### src/rtl/mips_pkg.sv
// mips_pkg: constants shared by the MIPS pipeline stages (Decode, ControlUnit,
// Writeback).
//   DATA_W / REG_ADDR_W : default datapath and register-number widths
//   LD_*                : 3-bit load-type encodings from the control unit
//   REG_ZERO            : register number of the hard-wired zero register
package mips_pkg;

    localparam int DATA_W     = 32;
    localparam int REG_ADDR_W = 5;

    localparam logic [2:0] LD_W  = 3'b000;
    localparam logic [2:0] LD_H  = 3'b001;
    localparam logic [2:0] LD_HU = 3'b010;
    localparam logic [2:0] LD_B  = 3'b011;
    localparam logic [2:0] LD_BU = 3'b100;

    localparam logic [REG_ADDR_W-1:0] REG_ZERO = '0;

endpackage

### src/rtl/mips_load_extract.sv
// mips_load_extract: big-endian sub-word extraction for loads (combinational).
// Ports:
//   raw_word  in  DATA_W  aligned word from data memory
//   offset    in  2       byte offset (effective address bits 1:0)
//   load_type in  3       LD_* encoding; unknown encodings behave as lw
//   load_data out DATA_W  sign- or zero-extended result
module mips_load_extract #(
    parameter int DATA_W = mips_pkg::DATA_W
) (
    input  logic [DATA_W-1:0] raw_word,
    input  logic [1:0]        offset,
    input  logic [2:0]        load_type,
    output logic [DATA_W-1:0] load_data
);
    import mips_pkg::*;

    logic [7:0]  byte_sel;
    logic [15:0] half_sel;

    always_comb begin
        // Big-endian: byte 0 is the most significant byte of the word.
        byte_sel = '0;
        case (offset)
            2'd0: byte_sel = raw_word[31:24];
            2'd1: byte_sel = raw_word[23:16];
            2'd2: byte_sel = raw_word[15:8];
            2'd3: byte_sel = raw_word[7:0];
            default: byte_sel = '0;
        endcase

        // offset[0] is deliberately ignored for halfwords; misalignment is
        // trapped elsewhere, if at all.
        half_sel = offset[1] ? raw_word[15:0] : raw_word[31:16];

        load_data = raw_word;
        case (load_type)
            LD_W:    load_data = raw_word;
            LD_H:    load_data = {{(DATA_W-16){half_sel[15]}}, half_sel};
            LD_HU:   load_data = {{(DATA_W-16){1'b0}}, half_sel};
            LD_B:    load_data = {{(DATA_W-8){byte_sel[7]}}, byte_sel};
            LD_BU:   load_data = {{(DATA_W-8){1'b0}}, byte_sel};
            default: load_data = raw_word;
        endcase
    end

endmodule

### src/rtl/mips_writeback_stage.sv
// mips_writeback_stage: MEM/WB pipeline register, load alignment and the
// write-back mux of the 5-stage MIPS pipeline.
// Ports:
//   clk, rst                 clock; synchronous active-high reset
//   stall, flush             hold MEM/WB / load a bubble (flush wins)
//   mem_*                    MEM-stage instruction fields
//   dec_rs, dec_rt           Decode read-port register numbers
//   RegWrite, write_reg,
//   write_data               register-file write port
//   fwd_rs_hit, fwd_rt_hit,
//   fwd_data                 write-before-read bypass to Decode
//   retired_count            instructions retired since reset (wraps)
//
// Handshake: none; the stage is a plain pipeline register. An instruction
// retires on the edge at which it leaves WB, i.e. when valid and either not
// stalled or being flushed out.
module mips_writeback_stage #(
    parameter int DATA_W     = mips_pkg::DATA_W,
    parameter int REG_ADDR_W = mips_pkg::REG_ADDR_W,
    parameter int CNT_W      = 32
) (
    input  logic                  clk,
    input  logic                  rst,
    input  logic                  stall,
    input  logic                  flush,
    input  logic                  mem_valid,
    input  logic                  mem_reg_write,
    input  logic                  mem_memto_reg,
    input  logic [2:0]            mem_load_type,
    input  logic [DATA_W-1:0]     mem_alu_result,
    input  logic [DATA_W-1:0]     mem_read_data,
    input  logic [REG_ADDR_W-1:0] mem_write_reg,
    input  logic [REG_ADDR_W-1:0] dec_rs,
    input  logic [REG_ADDR_W-1:0] dec_rt,
    output logic                  RegWrite,
    output logic [REG_ADDR_W-1:0] write_reg,
    output logic [DATA_W-1:0]     write_data,
    output logic                  fwd_rs_hit,
    output logic                  fwd_rt_hit,
    output logic [DATA_W-1:0]     fwd_data,
    output logic [CNT_W-1:0]      retired_count
);
    import mips_pkg::*;

    localparam logic [CNT_W-1:0] CNT_ONE = 1;

    logic                  valid_q;
    logic                  reg_write_q;
    logic                  memto_reg_q;
    logic [2:0]            load_type_q;
    logic [DATA_W-1:0]     alu_result_q;
    logic [DATA_W-1:0]     read_data_q;
    logic [REG_ADDR_W-1:0] write_reg_q;
    logic [CNT_W-1:0]      count_q;
    logic [DATA_W-1:0]     load_data;

    always_ff @(posedge clk) begin
        if (rst) begin
            valid_q      <= 1'b0;
            reg_write_q  <= 1'b0;
            memto_reg_q  <= 1'b0;
            load_type_q  <= '0;
            alu_result_q <= '0;
            read_data_q  <= '0;
            write_reg_q  <= '0;
            count_q      <= '0;
        end else begin
            // The WB instruction retires when it leaves the stage; a flush
            // replaces MEM/WB but the instruction already in WB still writes.
            if (valid_q && (!stall || flush)) begin
                count_q <= count_q + CNT_ONE;
            end

            if (flush) begin
                valid_q      <= 1'b0;
                reg_write_q  <= 1'b0;
                memto_reg_q  <= 1'b0;
                load_type_q  <= '0;
                alu_result_q <= '0;
                read_data_q  <= '0;
                write_reg_q  <= '0;
            end else if (!stall) begin
                valid_q      <= mem_valid;
                reg_write_q  <= mem_reg_write;
                memto_reg_q  <= mem_memto_reg;
                load_type_q  <= mem_load_type;
                alu_result_q <= mem_alu_result;
                read_data_q  <= mem_read_data;
                write_reg_q  <= mem_write_reg;
            end
        end
    end

    mips_load_extract #(
        .DATA_W (DATA_W)
    ) u_load_extract (
        .raw_word  (read_data_q),
        .offset    (alu_result_q[1:0]),
        .load_type (load_type_q),
        .load_data (load_data)
    );

    // $0 is never written, so it is also never a bypass source.
    assign RegWrite      = valid_q && reg_write_q && (write_reg_q != REG_ZERO);
    assign write_reg     = write_reg_q;
    assign write_data    = memto_reg_q ? load_data : alu_result_q;
    assign fwd_rs_hit    = RegWrite && (dec_rs == write_reg_q);
    assign fwd_rt_hit    = RegWrite && (dec_rt == write_reg_q);
    assign fwd_data      = write_data;
    assign retired_count = count_q;

endmodule

### config.mk
export PLATFORM = sky130hd
export DESIGN_NAME = mips_writeback_stage
export DESIGN_NICKNAME = d
export VERILOG_FILES = /design/src/rtl/mips_pkg.sv /design/src/rtl/mips_load_extract.sv /design/src/rtl/mips_writeback_stage.sv
export SDC_FILE = /design/constraint.sdc
export NUM_CORES = 1
export LEC_CHECK = 0
export ABC_AREA = 1
export CORE_AREA = 2 2 157 159
export CTS_CLUSTER_DIAMETER = 30
export DETAILED_ROUTE_END_ITERATION = 8
export DIE_AREA = 0 0 159 161
export GPL_TIMING_DRIVEN = 0
export SLEW_MARGIN = 10
export SYNTH_ARGS = -nofsm -noshare
export SYNTH_HDL_FRONTEND = slang
export SYNTH_SLANG_ARGS = --single-unit
### constraint.sdc
create_clock -name clk -period 2.1 [get_ports clk]
set_clock_uncertainty 0.1 [all_clocks]
set_input_delay 0.21 -clock clk [delete_from_list [all_inputs] [get_ports clk]]
set_output_delay 0.21 -clock clk [all_outputs]
set_load 0.02 [all_outputs]
==> impl_metrics.yaml <==
timing:
  relSlewSlack: 0.5871
  fmax_ghz: 0.4306
  min_period_ns: 2.322
  period_share: 1.106
  slew_violations: 0
  worst_pin_slew_ns: 0.6193
  setup_slack_ns: -0.2221
  setup_violations: 62
  hold_viol_final: 0
  setup_tns_ns: -7.033
  rsz0062_at_grt: "yes"
clock_tree:
  insertion_delay_ns: 0.36
  clkSinkCount: 107
  cts-htree-levels: 3
  clk_pin_slew_worst_paths_ns: 0.09
  cts_buffer_depth: 2
  clockRootBuffer: "clkbuf_16"
  cts_buffers: 9
  cts_tree: "done"
power:
  switching_share: 0.3052
  p_int_uw: 3472
  pwr-share-comb: 0.230
  clkPwrFrac: 0.345
  peakVddDrop_mv: 0.3412
  power.density_nw_per_um2: 518.3
  pwr-share-seq: 0.426
  leakage_uw: 0.003899
  p_switching_uw: 1525
finish:
  multiInputGateArea_um2: 3645
  fin_cells: 1431
  drive_above_1_share: 0.2800
  synthToLayoutAreaGrowth_pct: 63.17
  final_util: 0.4023
  final_nets: 1192
  antenna_cells: 0
  fillers: 2453
  regArea_um2: 2166
  final_area_um2: 9641
yosys:
  synth_area_leader_cell: "dfxtp_1"
  synth_seq_area_share: 0.3626
  synth_top_area_frac: 0.3626
  ys_ff_latch: 107
  ys.flop_type: "dfxtp_1"
  ys_top_cells_by_area: "dfxtp_1, nand2_1, a21oi_1"
  ys_types: 44
  ys_top_cells_by_count: "nand2_1, dfxtp_1, a21oi_1, nor2_1, inv_1"
  synth_edf_count: 0
  async_flop_share: 0
  synth_top_family_by_area: "simple AND/OR/NAND/NOR gates"
  synthAdderAreaFrac: 0.002118
  synth_warnings: 0
  muxShareOfSynthArea: 0
  synth-compound-area-share: 0.1770
  post-synth-top-count-cell: "nand2_1"
  netlist_area_um2: 5908
  synthSimpleGateAreaFrac: 0.3117
  avgSynthCellArea_um2: 6.814
  syn_inst: 867
  synthXorXnorAreaFrac: 0.01779
  synth_fp_nets: 957
worst_setup_path:
  cp.arrival_ns: 2.01
  worstPathRequired_ns: 1.79
  worstSetupPathType: "flip-flop to output pin"
  cp-start-kind: "flip-flop"
  worstPathMaxFanout: 5
  cp-end-kind: "output pin"
drt:
  first_iter_violations: 343
  drc: 0
  drt-wirelength-per-cell_um: 15.61
  viasPerCell: 4.549
  first_pass_iters: 5
  drt-total-wl_um: 22330
  dr_total_vias: 6510
  drtAntennaViolNets: 0
placement:
  place.gp.congestion: 0.9060
  detailed_place_hpwl_um: 16430
  dp.cells: 1383
  portBuffers: 192
  placed_cell_area_um2: 8235
global_routing:
  grt_start_max_net_pins: 20
  grt_usage: 0.1715
  grt_pass1_vias: 6449
  grt.overflow.total: 0
  grt_pass1_wl_um: 34730
  antenna_found_initial: 0
floorplanning:
  start_util: 0.2466
  num_rows: 57
  design.portCount: 193
  core_area_um2: 23960
  die-area_um2: 25600
  die_x_um: 159
  die_h_um: 161
min_path:
  hold_path.class: "primary input to flip-flop"
run_status:
  status: "complete, but fails checks"
  violations: "setup timing"
flow_run:
  maxCapViolCount: 0
[area by class of cell]
cell class                      instances  area share
Buffer                                 74     0.05762
Multi-Input combinational cell        608      0.3781
Clock buffer                            9     0.02336
Tap cell                              324     0.04205
Timing Repair Buffer                  227      0.2354
Clock inverter                          7    0.006230
Inverter                               75     0.03258
Sequential cell                       107      0.2247
[layout by cell type (no fill, tap or decap), drive strengths merged]
master         count
o2111ai            4
xor2               6
inv               78
nand4              7
ha                 1
clkinvlp           2
buf              158
nand3             40
dlymetal6s2s       1
o21bai             4
nand2            249
nor3               8
dlygate4sd2        2
dfxtp            107
clkbuf            24
a211oi            19
a21oi            102
clkdlybuf4s50    125
nor2             100
nor4               3
o21ai             26
o21a               1
xnor2              6
a21boi             1
clkinv             2
o211ai             4
nor3b              3
and3               1
a31oi             21
o22ai              2
[what timing repair did]
action,4_1_cts,5_1_grt
gates resized for setup,532,40
gates cloned,3,1
pin swaps,26,27
setup buffers,27,7
endpoints found under the setup margin,67,66
hold buffers,0,0
[cell families after synthesis]
| family | Yosys count |
|---|---|
| AOI/OAI and AO/OA | 184 |
| xor gates and xnor gates | 12 |
| and+or+nand+nor | 411 |
| buffers and inverters | 152 |
| adders and majority gates | 1 |
| DFF | 107 |
[routing by layer]
metal | vias to the layer above | global-route usage | wire (um)
met5 | - | 0 | 0
met4 | 0 | 0.05455 | 454
met3 | 32 | 0.04340 | 1521
met2 | 204 | 0.2970 | 11110
met1 | 3001 | 0.2091 | 9246
li1 | 3273 | - | -
[worst paths after layout]
path / from / endpoint / slack, ns / depth (start not counted)
hold reg to reg: alu_result_q[20] / alu_result_q[20] / 0.37 / 2
setup reg to reg: retired_count[1] / retired_count[28] / 0.34 / 8
hold / removal: mem_read_data[3] / read_data_q[3] / 0.29 / 3
setup / recovery: alu_result_q[1] / write_data[13] / -0.22 / 12
[power groups by stage]
stage                     clock, uW  combinational, uW  sequential (uW)
after floorplan                   0                474             2160
after global placement            0                926             2170
after detailed placement          0                930             2170
after CTS                      1750               1110             2120
after global routing           1840               1230             2130
final                          1720               1150             2130
[stage by stage]
step	hold WS, ns	power (uW)	worst slack, ns
2_1_floorplan	0.2537	2630	0.09073
3_3_place_gp	0.3495	3092	-0.5940
3_5_place_dp	0.3555	3096	-0.5729
4_1_cts	0.2885	4984	-0.2653
5_1_grt	0.3007	5202	-0.2864
6_report	0.2865	4997	-0.2221
[worst max-delay path: stages (launching register included)]
cell      delay [ns]
dfxtp_4         0.41
inv_8           0.06
nor2_4          0.11
nand2_2         0.07
o211ai_4        0.11
nand2_4         0.15
buf_12          0.16
buf_6           0.11
nand2_2         0.04
o21ai_1         0.06
nand2_1         0.14
buf_4           0.13
buf_6           0.10
Note: power is estimated with default switching activity, not from simulation.
==> RTL change: new RTL, same settings <==
Make the reset (`rst`) asynchronous in one clocked block. Comments in the files are not updated.
--- a/src/rtl/mips_writeback_stage.sv
+++ b/src/rtl/mips_writeback_stage.sv
@@ -55,5 +55,5 @@
     logic [DATA_W-1:0]     load_data;
 
-    always_ff @(posedge clk) begin
+    always_ff @(posedge clk or posedge rst) begin
         if (rst) begin
             valid_q      <= 1'b0;
Formal check against the unedited RTL: differs if rst is asserted again (counterexample within 4 cycles, from zero or initial values and one cycle with rst high); with rst held inactive, the same outputs for 10 cycles.
==> RTL change against the unedited design <==
The run still ends with negative setup slack left. Via count up 6.1%. Combinational power is 75% higher. Sequential power is 9.4% higher. Routed wire length increased by 5.9%. Design area grew 7.0%. Non-clock buffer count decreased by 1. Global-route usage increased by 1.3 points. Sequential cell count is the same. Core utilization grew 2.8 points. Worst setup slack got worse by 43 ps. Synthesized area up 10%. Power rose by 22%. Critical path type unchanged. Critical endpoint is now write_data[24]. Highest routed layer is now met5.
==> RTL change: results (changes against the unedited design) <==
| Metric | Value |
|---|---|
| Status | finished, violations left |
| Violated checks | negative setup slack |
| Syn nets | 1021 (+6.7%) |
| Layout cell share with drive strength beyond 1 | 26.1% (-1.9 points) |
| Final setup fails | 64 (+3.2%) |
| Largest net degree at the start of global routing | 30 (+50%) |
| Placed cell count | 1450 (+4.8%) |
| Area contributors post-synth | dfrtp_1 (41%), nand2_1 (13%), nor2_1 (11%) |
| Setup tns final | -10440 ps (-3410 ps) |
| Met1 Use GR | 21.6% (+0.73 points) |
| Worst Max-Slew Pin Slew | 694 ps (+74.4 ps) |
| R2R setup slack | 320 ps (-20 ps) |
| Met3 Wirelength | 1590 µm (+4.5%) |
| Vias in the first global route | 6902 (+7.0%) |
| # H-tree levels | 3 (unchanged) |
| Final wirelength | 23700 µm (+5.9%) |
| Arrival @ worst endpoint | 2060 ps (+50 ps) |
| Hold Path Class | input port to asynchronous set/reset pin |
| Post-synthesis compound-gate area fraction | 8.69% (-9.0 points) |
| Reg-to-Reg End | retired_count[20]$_DFFE_PP0P_ |
| FFs w/ async S/R, synth | 100% (+100 points) |
| First-pass GRT wire length | 37300 µm (+7.3%) |
| Post-Synth XOR/XNOR Area | 3.63% (+1.9 points) |
| Routed wire per std cell | 15.8 µm (+1.1%) |
| CTS clk-pin slew, worst paths | 70 ps (-20 ps) |
| Nets@finish | 1259 (+5.6%) |
| Critical path peak fanout | 6 (+1) |
| Syn Inst Count | 931 (+7.4%) |
| Initial antenna violation count | 6 (+6) |
| Final Wtd Congestion | 0.920 (+1.6%) |
| GRT Total Usage | 18.4% (+1.3 points) |
| Static Leak | 4.58 nW (+17%) |
| Synth top cells by count | nand2_1 (221), nor2_1 (197), dfrtp_1 (107) |
| Max rail drop VDD | 461 µV (+35%) |
| Met3 Usage GRT | 5.16% (+0.82 points) |
| Synth Area in Adders | 0.192% (-0.019 points) |
| Wl on met1 | 9510 µm (+2.8%) |
| Placed Area | 8900 µm² (+8.0%) |
| Setup WS post-layout | -266 ps (-43.4 ps) |
| Wire length on met2 | 12000 µm (+7.7%) |
| Placed wire-length estimate | 17400 µm (+6.0%) |
| GR Util met2 | 32.4% (+2.7 points) |
| Setup bufs post-CTS | 19 (-30%) |
| Reg-to-Reg Start | retired_count[0]$_DFFE_PP0P_ |
| CP endpoint | write_data[24] |
| Final hold violation count | 0 (unchanged) |
| Worst path slowest cell | dfrtp_2 |
| Unique masters post-synth | 28 (-36%) |
| Vias | 6910 (+6.1%) |
| Sequential-to-total area share from yosys stat | 41.2% (+4.9 points) |
| CP peak stage delay | 470 ps (+60 ps) |
| DR iter-0 viols | 384 (+12%) |
| CTS Buf Count | 9 (unchanged) |
| Worst Setup SP | load_type_q[0]$_DFFE_PP0N_ |
| Net switching fraction of the power | 33.5% (+3.0 points) |
| Placement-stage worst setup slack | -526 ps (+46.9 ps) |
| Hold Slack | 205 ps (-81.2 ps) |
| CP delay by family, top | simple AND/OR/NAND/NOR gates |
| Fillcell total | 2437 (-0.65%) |
| Top layer in use | met5 |
## RTL change: changes by cell type after synthesis, moves of 21 or more
cell,change
a31oi_1,-21
dfxtp_1,-107
a21oi_1,-101
dfrtp_1,+107
nor2_1,+111
nand3_1,+43
o21ai_0,+74
## RTL change: final cells by class
class / instances / area, µm² / area share, %
clock inverter: 6 / 66.3 / 0.643
timing repair buffer: 227 / 2340 / 22.7
multi-input combinational: 679 / 3760 / 36.4
inverter: 72 / 279 / 2.71
tap: 324 / 405 / 3.93
sequential: 107 / 2680 / 26.0
buffer: 73 / 546 / 5.29
clock buffer: 9 / 225 / 2.18
antenna: 3 / 7.51 / 0.0728
## RTL change: power by group through the flow
stage	sequential, mW	combinational, mW	clock [mW]
finish	2.33	2.01	1.76
global route	2.35	2.16	1.87
CTS	2.33	1.88	1.80
detailed placement	2.36	1.64	0
global placement	2.36	1.62	0
floorplan	2.38	0.846	0
